File: config.mk
export PLATFORM = sky130hd
export DESIGN_NAME = divider_handshake_initiator
export DESIGN_NICKNAME = d
export VERILOG_FILES = /design/src/rtl/div_hs_pkg.sv /design/src/rtl/div_hs_watchdog.sv /design/src/rtl/divider_handshake_initiator.sv
export SDC_FILE = /design/constraint.sdc
export NUM_CORES = 1
export LEC_CHECK = 0
export ABC_CLOCK_PERIOD_IN_PS = 2950
export BUFFER_PORTS_ARGS = -buffer_cell sky130_fd_sc_hd__buf_2
export CELL_PAD_IN_SITES_DETAIL_PLACEMENT = 1
export CELL_PAD_IN_SITES_GLOBAL_PLACEMENT = 2
export CORE_ASPECT_RATIO = 0.5
export CORE_UTILIZATION = 28
export DETAILED_ROUTE_END_ITERATION = 7
export PLACE_DENSITY = 0.8
export SYNTH_ARGS = -nofsm -noshare
export SYNTH_HDL_FRONTEND = slang
export SYNTH_SLANG_ARGS = --single-unit
File: constraint.sdc
create_clock -name Clk -period 2.95 [get_ports Clk]
set_clock_uncertainty 0.15 [all_clocks]
set_input_delay 0.1475 -clock Clk [delete_from_list [all_inputs] [get_ports Clk]]
set_output_delay 0.1475 -clock Clk [all_outputs]
set_load 0.02 [all_outputs]
File: src/rtl/div_hs_pkg.sv
// Shared definitions for the divider Start/Ack handshake initiator.
//   DIV_W            operand/result width of the 4-bit divider
//   ERR_QUOT/ERR_REM response payload returned with rsp_err
//   state_e          3-bit handshake state encoding
package div_hs_pkg;

  localparam int unsigned DIV_W = 4;

  localparam logic [DIV_W-1:0] ERR_QUOT = 4'hF;
  localparam logic [DIV_W-1:0] ERR_REM  = 4'h0;

  typedef enum logic [2:0] {
    ST_IDLE  = 3'd0,
    ST_START = 3'd1,
    ST_WAIT  = 3'd2,
    ST_ACK   = 3'd3,
    ST_RESP  = 3'd4
  } state_e;

endpackage

File: src/rtl/div_hs_watchdog.sv
// Per-phase cycle watchdog for the divider handshake initiator.
// Only compiled when DIV_HS_TIMEOUT_EN is defined.
// Ports:
//   clk_i      clock
//   rst_i      synchronous active-high reset
//   clear_i    restart the count (phase change)
//   tick_i     count this cycle (block is in a waiting phase)
//   expired_o  high on the LIMIT-th consecutive ticked cycle of a phase
`ifdef DIV_HS_TIMEOUT_EN
module div_hs_watchdog #(
  parameter int unsigned LIMIT = 1_000_000
) (
  input  logic clk_i,
  input  logic rst_i,
  input  logic clear_i,
  input  logic tick_i,
  output logic expired_o
);

  localparam int unsigned CW = (LIMIT > 1) ? $clog2(LIMIT) : 1;

  logic [CW-1:0] cnt_q, cnt_d;

  // cnt_q holds the number of already-elapsed cycles in the phase, so the
  // LIMIT-th cycle is the one where it reads LIMIT-1.
  assign expired_o = tick_i && (cnt_q == CW'(LIMIT - 1));

  always_comb begin
    cnt_d = cnt_q;
    if (clear_i) begin
      cnt_d = '0;
    end else if (tick_i && !expired_o) begin
      cnt_d = cnt_q + 1'b1;
    end
  end

  always_ff @(posedge clk_i) begin
    if (rst_i) begin
      cnt_q <= '0;
    end else begin
      cnt_q <= cnt_d;
    end
  end

endmodule
`endif

File: src/rtl/divider_handshake_initiator.sv
// Hardware requester for the 4-bit divider Start/Ack handshake.
// Takes one (X,Y) operand pair on a valid/ready request port, drives Start
// until the divider leaves INITIAL, waits for Done, captures the result,
// drives Ack until the divider is back in INITIAL, then presents the result
// on a valid/ready response port. A zero divisor is rejected without
// touching the divider.
// Optional feature: define DIV_HS_TIMEOUT_EN to add a per-phase watchdog
// (TIMEOUT_CYCLES) that aborts START/WAIT/ACK with an error response.
// Ports:
//   Clk, Reset                       clock, synchronous active-high reset
//   req_valid/req_ready/req_x/req_y  operand request channel
//   div_x/div_y/div_start/div_ack    registered drive to divider
//   div_qi/div_done/div_quot/div_rem status/result from divider
//   rsp_valid/rsp_ready              response channel handshake
//   rsp_quot/rsp_rem/rsp_err         response payload (err: 4'hF / 4'h0)
module divider_handshake_initiator
  import div_hs_pkg::*;
#(
  parameter int unsigned TIMEOUT_CYCLES = 1_000_000
) (
  input  logic             Clk,
  input  logic             Reset,
  input  logic             req_valid,
  output logic             req_ready,
  input  logic [DIV_W-1:0] req_x,
  input  logic [DIV_W-1:0] req_y,
  output logic [DIV_W-1:0] div_x,
  output logic [DIV_W-1:0] div_y,
  output logic             div_start,
  output logic             div_ack,
  input  logic             div_qi,
  input  logic             div_done,
  input  logic [DIV_W-1:0] div_quot,
  input  logic [DIV_W-1:0] div_rem,
  output logic             rsp_valid,
  input  logic             rsp_ready,
  output logic [DIV_W-1:0] rsp_quot,
  output logic [DIV_W-1:0] rsp_rem,
  output logic             rsp_err
);

  state_e           state_q, state_d;
  logic             req_ready_q, req_ready_d;
  logic [DIV_W-1:0] div_x_q, div_x_d;
  logic [DIV_W-1:0] div_y_q, div_y_d;
  logic             start_q, start_d;
  logic             ack_q, ack_d;
  logic             rsp_valid_q, rsp_valid_d;
  logic [DIV_W-1:0] rsp_quot_q, rsp_quot_d;
  logic [DIV_W-1:0] rsp_rem_q, rsp_rem_d;
  logic             rsp_err_q, rsp_err_d;
  logic             timeout;

`ifdef DIV_HS_TIMEOUT_EN
  logic wd_tick;
  logic wd_clear;

  assign wd_tick  = (state_q == ST_START) || (state_q == ST_WAIT) ||
                    (state_q == ST_ACK);
  assign wd_clear = (state_d != state_q);

  div_hs_watchdog #(
    .LIMIT(TIMEOUT_CYCLES)
  ) u_watchdog (
    .clk_i    (Clk),
    .rst_i    (Reset),
    .clear_i  (wd_clear),
    .tick_i   (wd_tick),
    .expired_o(timeout)
  );
`else
  localparam int unsigned unused_timeout_cycles = TIMEOUT_CYCLES;
  assign timeout = 1'b0;
`endif

  always_comb begin
    state_d     = state_q;
    req_ready_d = req_ready_q;
    div_x_d     = div_x_q;
    div_y_d     = div_y_q;
    start_d     = start_q;
    ack_d       = ack_q;
    rsp_valid_d = rsp_valid_q;
    rsp_quot_d  = rsp_quot_q;
    rsp_rem_d   = rsp_rem_q;
    rsp_err_d   = rsp_err_q;

    unique case (state_q)
      ST_IDLE: begin
        if (req_valid) begin
          req_ready_d = 1'b0;
          div_x_d     = req_x;
          div_y_d     = req_y;
          if (req_y == '0) begin
            state_d     = ST_RESP;
            rsp_valid_d = 1'b1;
            rsp_err_d   = 1'b1;
            rsp_quot_d  = ERR_QUOT;
            rsp_rem_d   = ERR_REM;
          end else begin
            state_d   = ST_START;
            start_d   = 1'b1;
            rsp_err_d = 1'b0;
          end
        end
      end
      // A stale Done seen here is ignored; only leaving INITIAL counts.
      ST_START: begin
        if (!div_qi) begin
          state_d = ST_WAIT;
          start_d = 1'b0;
        end
      end
      ST_WAIT: begin
        if (div_done) begin
          state_d    = ST_ACK;
          ack_d      = 1'b1;
          rsp_quot_d = div_quot;
          rsp_rem_d  = div_rem;
        end
      end
      ST_ACK: begin
        if (div_qi) begin
          state_d     = ST_RESP;
          ack_d       = 1'b0;
          rsp_valid_d = 1'b1;
        end
      end
      ST_RESP: begin
        if (rsp_ready) begin
          state_d     = ST_IDLE;
          rsp_valid_d = 1'b0;
          req_ready_d = 1'b1;
        end
      end
      default: begin
        state_d     = ST_IDLE;
        req_ready_d = 1'b1;
        start_d     = 1'b0;
        ack_d       = 1'b0;
        rsp_valid_d = 1'b0;
      end
    endcase

    // Watchdog abort overrides whatever the phase decided this cycle.
    if (timeout) begin
      state_d     = ST_RESP;
      start_d     = 1'b0;
      ack_d       = 1'b0;
      rsp_valid_d = 1'b1;
      rsp_err_d   = 1'b1;
      rsp_quot_d  = ERR_QUOT;
      rsp_rem_d   = ERR_REM;
    end
  end

  always_ff @(posedge Clk) begin
    if (Reset) begin
      state_q     <= ST_IDLE;
      req_ready_q <= 1'b1;
      div_x_q     <= '0;
      div_y_q     <= '0;
      start_q     <= 1'b0;
      ack_q       <= 1'b0;
      rsp_valid_q <= 1'b0;
      rsp_quot_q  <= '0;
      rsp_rem_q   <= '0;
      rsp_err_q   <= 1'b0;
    end else begin
      state_q     <= state_d;
      req_ready_q <= req_ready_d;
      div_x_q     <= div_x_d;
      div_y_q     <= div_y_d;
      start_q     <= start_d;
      ack_q       <= ack_d;
      rsp_valid_q <= rsp_valid_d;
      rsp_quot_q  <= rsp_quot_d;
      rsp_rem_q   <= rsp_rem_d;
      rsp_err_q   <= rsp_err_d;
    end
  end

  assign req_ready = req_ready_q;
  assign div_x     = div_x_q;
  assign div_y     = div_y_q;
  assign div_start = start_q;
  assign div_ack   = ack_q;
  assign rsp_valid = rsp_valid_q;
  assign rsp_quot  = rsp_quot_q;
  assign rsp_rem   = rsp_rem_q;
  assign rsp_err   = rsp_err_q;

endmodule

==> metrics.md, run 1 <==
| Metric | Value |
|---|---|
| Status | finished clean |
| Routed wire length | 2990 µm |
| Leak Pwr | 0.608 nW |
| Synth Area in XOR/XNOR | 0.00824 |
| Min Tclk post-route | 1.83 ns |
| Switching share of power | 0.321 |
| Io pins | 43 |
| Pins Over Slew Limit | 0 |
| Largest net degree at the start of global routing | 26 |
| Non-filler instance count after layout | 217 |
| Reg2reg setup slack | 1.12 ns |
| Slowest cell on crit path | nor4b_4 |
| Root Driver | clkbuf_8 |
| H-tree depth | 1 |
| Unrepaired setup endpoints after global routing | no |
| Combinational share of power | 0.262 |
| CP peak stage delay | 0.75 ns |
| Count leader, synth | dfxtp_1 |
| Hold-fix buffers, CTS | 11 |
| Clock power frac | 0.241 |
| Crit path DAT | 1.87 ns |
| Chip Width | 89.1 µm |
| Die footprint | 4060 µm² |
| Setup Buffers After CTS | 0 |
| Port bufs | 42 |
| Layout cell share with drive strength beyond 1 | 0.349 |
| Post-synth net total | 142 |
| Vias per cell | 4.76 |
| Synthesized instance count | 120 |
| Yosys cell types | 31 |
| Mux contribution to synthesized area | 0 |
| Crit-path cells | nor4b_4, nand2b_4, a211oi_2 |
| CTS buffer count | 3 |
| Final Setup Violations | 0 |
| Post-route setup TNS | 0 ns |
| Antenna diode count | 0 |
| #FFs+latches synth | 24 |
| DR iter-0 viols | 30 |
| Synth top area share | 0.452 |
| Worst-Margin Slew | 0.736 ns |
| Area contributors post-synth | dfxtp_1 (45%), a21oi_1 (9.4%), nand2_1 (7.8%) |
| Max IR drop VDD | 0.220 mV |
| DRT Pass-1 Iters | 4 |
| Worst Path Required | 2.99 ns |
| Pwr Total | 0.789 mW |
| Complex-gate fraction of the synthesized area | 0.254 |
| Critical Path Fanout Max | 14 |
| Clock Tree Buf Depth | 2 |
| Num rows | 15 |
| Yosys warns | 0 |
| HPWL Detailed | 1990 µm |
| Post-synth top flop | dfxtp_1 |
| Final #Nets | 190 |
| Worst setup SP type | flop |
| Crit. End Element | flop |
| Int Power | 0.535 mW |
| DR vias | 1032 |
| Syn Std Cell Area | 1060 µm² |
| Initial antenna violation count | 0 |
| Post-Route Utilization | 0.409 |
| Main combinational cell family by area after synthesis | compound AO/OA/AOI/OAI gates |
| Commonest cells in the netlist | dfxtp_1 (24), nand2_1 (22), a21oi_1 (20), nor2_1 (10), clkbuf_1 (5) |
| Cts repair resizes | 0 |
| Die height | 45.6 µm |
| Slew headroom | 0.508 |
| Initial Util | 0.301 |
| Critical path type | reg -> reg |
| GPL Wtd Cong | 0.721 |
| DRC Markers | 0 |
| Total clock sinks | 24 |
| Grt ovf | 0 |
| Total placed cells including tap cells | 203 |
| P&R area growth vs syn | 35.7% |
| Sequential share of power | 0.497 |
| Adder-Cell Fraction of Synth Area | 0 |
| Crit share post-route | 0.621 |
| FMAX | 0.546 GHz |
| EDFF count, synth | 0 |
| Switching Power | 0.253 mW |
| Synth async-reset ratio | 0 |
| DRT antenna net count | 0 |
| Reg clk slew, reported paths | 0.08 ns |
| Total track usage | 0.152 |
| Hold Vio Cnt, Final | 0 |
| Area leader, netlist | dfxtp_1 |
| CTS tree | yes |
| Final hold slack | 0.000118 ns |
| First-pass GRT wire length | 4570 µm |
| Clock latency on the worst-skew pair | 0.26 ns |
| Total core area | 3530 µm² |
| Pwr dens | 547 nW/µm² |
| Simple-Gate Fraction of Synth Area | 0.231 |
| Syn_area_per_cell | 8.85 µm² |
| Sequential area share after synthesis | 0.452 |
| Hold Path Class | in -> reg |
| Vias in the first global route | 953 |
| Max-Cap Viols | 0 |
| Drt wl/cell | 13.8 µm |
## critical path: cells and delay by family (launching register included)
family | cells | cell delay, ns
and+or+nand+nor | 2 | 0.92
DFF | 1 | 0.47
AOI/OAI and AO/OA | 1 | 0.21
## cell type report
class                      instances  area (µm²)
timing repair buffer              54         328
multi-input combinational         84         524
inverter                           1        3.75
fill                             452        2090
sequential                        24         480
tap                               51        63.8
clock buffer                       3        41.3
## path summary, 6_finish.rpt
check,from,to,depth (start not counted)
worst max-delay path,state_q[2],rsp_quot[2],3
worst min-delay path,div_rem[3],rsp_rem[3],3
worst max register to register,state_q[2],rsp_quot[2],3
worst min register to register,div_x[1],div_x[1],2
## cell families (layout without fill, tap and decap cells)
| kind of cell | after synthesis | count (layout) |
|---|---|---|
| DFF | 24 | 24 |
| buffers and inverters | 12 | 58 |
| AOI/OAI and AO/OA | 39 | 39 |
| and+or+nand+nor | 44 | 44 |
| xor gates and xnor gates | 1 | 1 |
## flip-flops by register name (all words and copies together), names as in the netlist, 3 cells and up
signal,cells
div_x,4
state_q,3
div_y,4
rsp_quot,4
rsp_rem,4
## stage by stage
stage	instance area, µm²	setup WS (ns)
after global placement	1290	1.21
after global routing	1440	1.04
after floorplan	1060	1.40
final	1440	1.12
after detailed placement	1290	1.14
after CTS	1440	1.12
## routing by layer
metal	track usage	vias up	part of all wire
li1	-	513	-
met1	0.197	492	0.48
met2	0.252	25	0.48
met3	0.0380	2	0.033
met4	0.0476	0	0.0080
met5	0	-	0
## cell usage in the layout (no fill, tap or decap), types with 2 or more instances in the layout
cell type | netlist | final
nand2b_1 | 2 | 2
dfxtp_1 | 24 | 24
o211ai_1 | 3 | 3
nand2_1 | 22 | 22
dlygate4sd3_1 | 0 | 11
a211oi_2 | 4 | 4
nor2_1 | 10 | 10
o31a_1 | 2 | 2
buf_2 | 4 | 42
clkbuf_8 | 0 | 3
o21ai_0 | 4 | 4
a21oi_1 | 20 | 20
## power by group through the flow
stage | registers, mW | logic [mW] | clock network [mW]
6_report | 0.392 | 0.207 | 0.190
5_1_grt | 0.397 | 0.224 | 0.215
4_1_cts | 0.392 | 0.208 | 0.199
3_5_place_dp | 0.399 | 0.196 | 0
3_3_place_gp | 0.397 | 0.193 | 0
2_1_floorplan | 0.416 | 0.117 | 0
(Power assumes the default switching activity.)
==> run 2, diff against run 1 <==
- ABC_CLOCK_PERIOD_IN_PS: 2950 -> 1700
- CORE_UTILIZATION: 28 -> 26
- PLACE_DENSITY: 0.8 -> 0.75
- clock period: 2.95 -> 1.7 ns (I/O delays scaled with it)
==> metrics.md, run 2 (synthesized netlist as in run 1, its figures left out) <==
| Metric | Value |
|---|---|
| Largest net degree at the start of global routing | 26 (unchanged) |
| Initial antenna violation count | 0 (unchanged) |
| Max IR drop VDD | 0.365 mV (+66%) |
| Initial Util | 0.290 (-0.0108) |
| Crit path DAT | 1.69 ns (-0.18 ns) |
| Worst hold stages | 3 (unchanged) |
| Drt wl/cell | 13.3 µm (-3.5%) |
| DRC Markers | 0 (unchanged) |
| Crit Reg-Reg Startpoint | state_q[0] |
| Crit share post-route | 0.968 |
| Vias in the first global route | 942 (-1.2%) |
| Min Tclk post-route | 1.65 ns |
| Max-Cap Viols | 0 (unchanged) |
| Post-route setup TNS | 0 ns (unchanged) |
| Hold Vio Cnt, Final | 0 (unchanged) |
| Most frequent cells in the layout | buf_2 (41), dfxtp_1 (24), nand2_1 (22), a21oi_1 (20), dlygate4sd3_1 (16) |
| DRT antenna net count | 0 (unchanged) |
| Slew headroom | 0.648 (+0.140) |
| DRT Pass-1 Iters | 2 (-2) |
| Cell count of the worst reg-to-reg path | 3 (unchanged) |
| Port bufs | 42 (unchanged) |
| Total core area | 3660 µm² (+3.7%) |
| Worst Path Required | 1.75 ns (-1.24 ns) |
| Most common cell after layout, fill and taps aside | buf_2 |
| CTS buffer count | 3 (unchanged) |
| FMAX | 0.608 GHz |
| Clock power frac | 0.238 (-0.003) |
| GPL Wtd Cong | 0.721 (about the same) |
| Num rows | 15 (unchanged) |
| Layout cell share with drive strength beyond 1 | 0.367 (+0.0178) |
| Pwr Total | 1.41 mW (+79%) |
| Leak Pwr | 0.660 nW (+8.6%) |
| Sequential share of power | 0.464 (-0.033) |
| Status | finished clean |
| Area taken by multi-input logic gates | 531 µm² (+1.2%) |
| Die footprint | 4360 µm² (+7.4%) |
| Crit. End Element | flop |
| R2R Path End | rsp_rem[0] |
| Total track usage | 0.142 (-0.0101) |
| Final Setup Violations | 0 (unchanged) |
| Start point of the critical path | req_y[1] |
| Sequential Area | 480 µm² (unchanged) |
| Chip Width | 92.4 µm (+3.7%) |
| Pwr dens | 916 nW/µm² (+67%) |
| Reg2reg setup slack | 0.10 ns (-1.02 ns) |
| Critical path type | in -> reg |
| Routed wire length | 3030 µm (+1.4%) |
| First-pass GRT wire length | 4570 µm (unchanged) |
| Combinational share of power | 0.298 (+0.036) |
| Root Driver | clkbuf_8 |
| CTS tree | yes |
| Dpl ws | 0.107 ns (-1.03 ns) |
| Critical Path Fanout Max | 8 (-6) |
| DR vias | 1064 (+3.1%) |
| Reg clk slew, reported paths | 0.08 ns (about the same) |
| HPWL Detailed | 2040 µm (+2.9%) |
| P&R area growth vs syn | 45.5% |
| Hold Path Class | in -> reg |
| Switching share of power | 0.320 (-0.00144) |
| Fin worst setup slack | 0.0546 ns (-1.06 ns) |
| Total clock sinks | 24 (unchanged) |
| Final #Nets | 201 (+5.8%) |
| DR iter-0 viols | 25 (-17%) |
| Die height | 47.2 µm (+3.6%) |
| Pins Over Slew Limit | 0 (unchanged) |
| Worst-Margin Slew | 0.528 ns (-0.207 ns) |
| Io pins | 43 (unchanged) |
| Int Power | 0.963 mW (+80%) |
| Clock latency on the worst-skew pair | 0.27 ns (about the same) |
| Hold Path Sink | rsp_quot[2] |
| FILL cells | 465 (+2.9%) |
| Switching Power | 0.452 mW (+79%) |
| Hold wc startpoint | div_quot[2] |
| Final hold slack | 0.0142 ns (+0.0140 ns) |
| Vias per cell | 4.67 (-1.9%) |
| Worst setup SP type | input port |
| Antenna diode count | 0 (unchanged) |
| H-tree depth | 1 (unchanged) |
| Grt ovf | 0 (unchanged) |
| Clock Tree Buf Depth | 2 (unchanged) |
==> run 2: cell count changes in the layout (fill, tap and decap cells not counted) <==
cell / previous run / this run
buf_4: 1 / 8
nor4bb_1: 1 / 0
buf_2: 42 / 41
nor4bb_2: 0 / 1
dlygate4sd3_1: 11 / 16
==> run 2: repair_timing <==
| item | CTS | global route |
|---|---|---|
| hold buffers | 16 | 0 |
| setup buffers | 0 | 1 |
| gates resized for setup | 0 | 1 |
| endpoints found under the hold margin | 16 | 0 |
| setup endpoints to repair | 0 | 4 |
==> run 2: final cells by class <==
type / instances / area share
well taps: 51 / 0.0413
clock buffers: 3 / 0.0267
flip-flops and latches: 24 / 0.311
multi-input cells: 84 / 0.343
repair buffers: 65 / 0.275
inverters: 1 / 0.00243
==> run 2: through the flow <==
| step | util | std cells | area [µm²] |
|---|---|---|---|
| finish | 0.422 | 228 | 1550 |
| floorplan | - | 120 | 1060 |
| detailed placement | 0.365 | 209 | 1340 |
| CTS | 0.420 | 228 | 1540 |
| global placement | 0.365 | 209 | 1340 |
| global route | 0.422 | 228 | 1550 |
==> run 2: per-layer routing <==
| metal | routed length (µm) | vias up | share of wire | track usage |
|---|---|---|---|---|
| met5 | 0 | - | 0 | 0 |
| met4 | 38 | 0 | 0.013 | 0.0563 |
| met3 | 107 | 5 | 0.035 | 0.0388 |
| met2 | 1490 | 23 | 0.49 | 0.246 |
| met1 | 1400 | 501 | 0.46 | 0.174 |
| li1 | - | 535 | - | - |
==> run 2: power by group through the flow <==
stage / Combinational, mW / Sequential, mW / Clock, mW
final: 0.422 / 0.656 / 0.337
after global routing: 0.463 / 0.665 / 0.383
after CTS: 0.424 / 0.656 / 0.355
after detailed placement: 0.395 / 0.669 / 0
after global placement: 0.387 / 0.667 / 0
after floorplan: 0.203 / 0.721 / 0
==> run 2: worst max-delay path by stage <==
| stage | cells past startpoint | end |
|---|---|---|
| global route | 5 | rsp_quot[2] |
| CTS | 5 | rsp_quot[2] |
| floorplan | 4 | rsp_rem[1] |
| global placement | 3 | rsp_rem[0] |
| detailed placement | 3 | rsp_rem[0] |
| finish | 5 | rsp_quot[0] |
==> run 2: critical path: stages <==
cell and delay [ns]:
dlygate4sd3_1 0.53, buf_2 0.13, or4_4 0.50, nand2b_4 0.22
a211oi_2 0.23
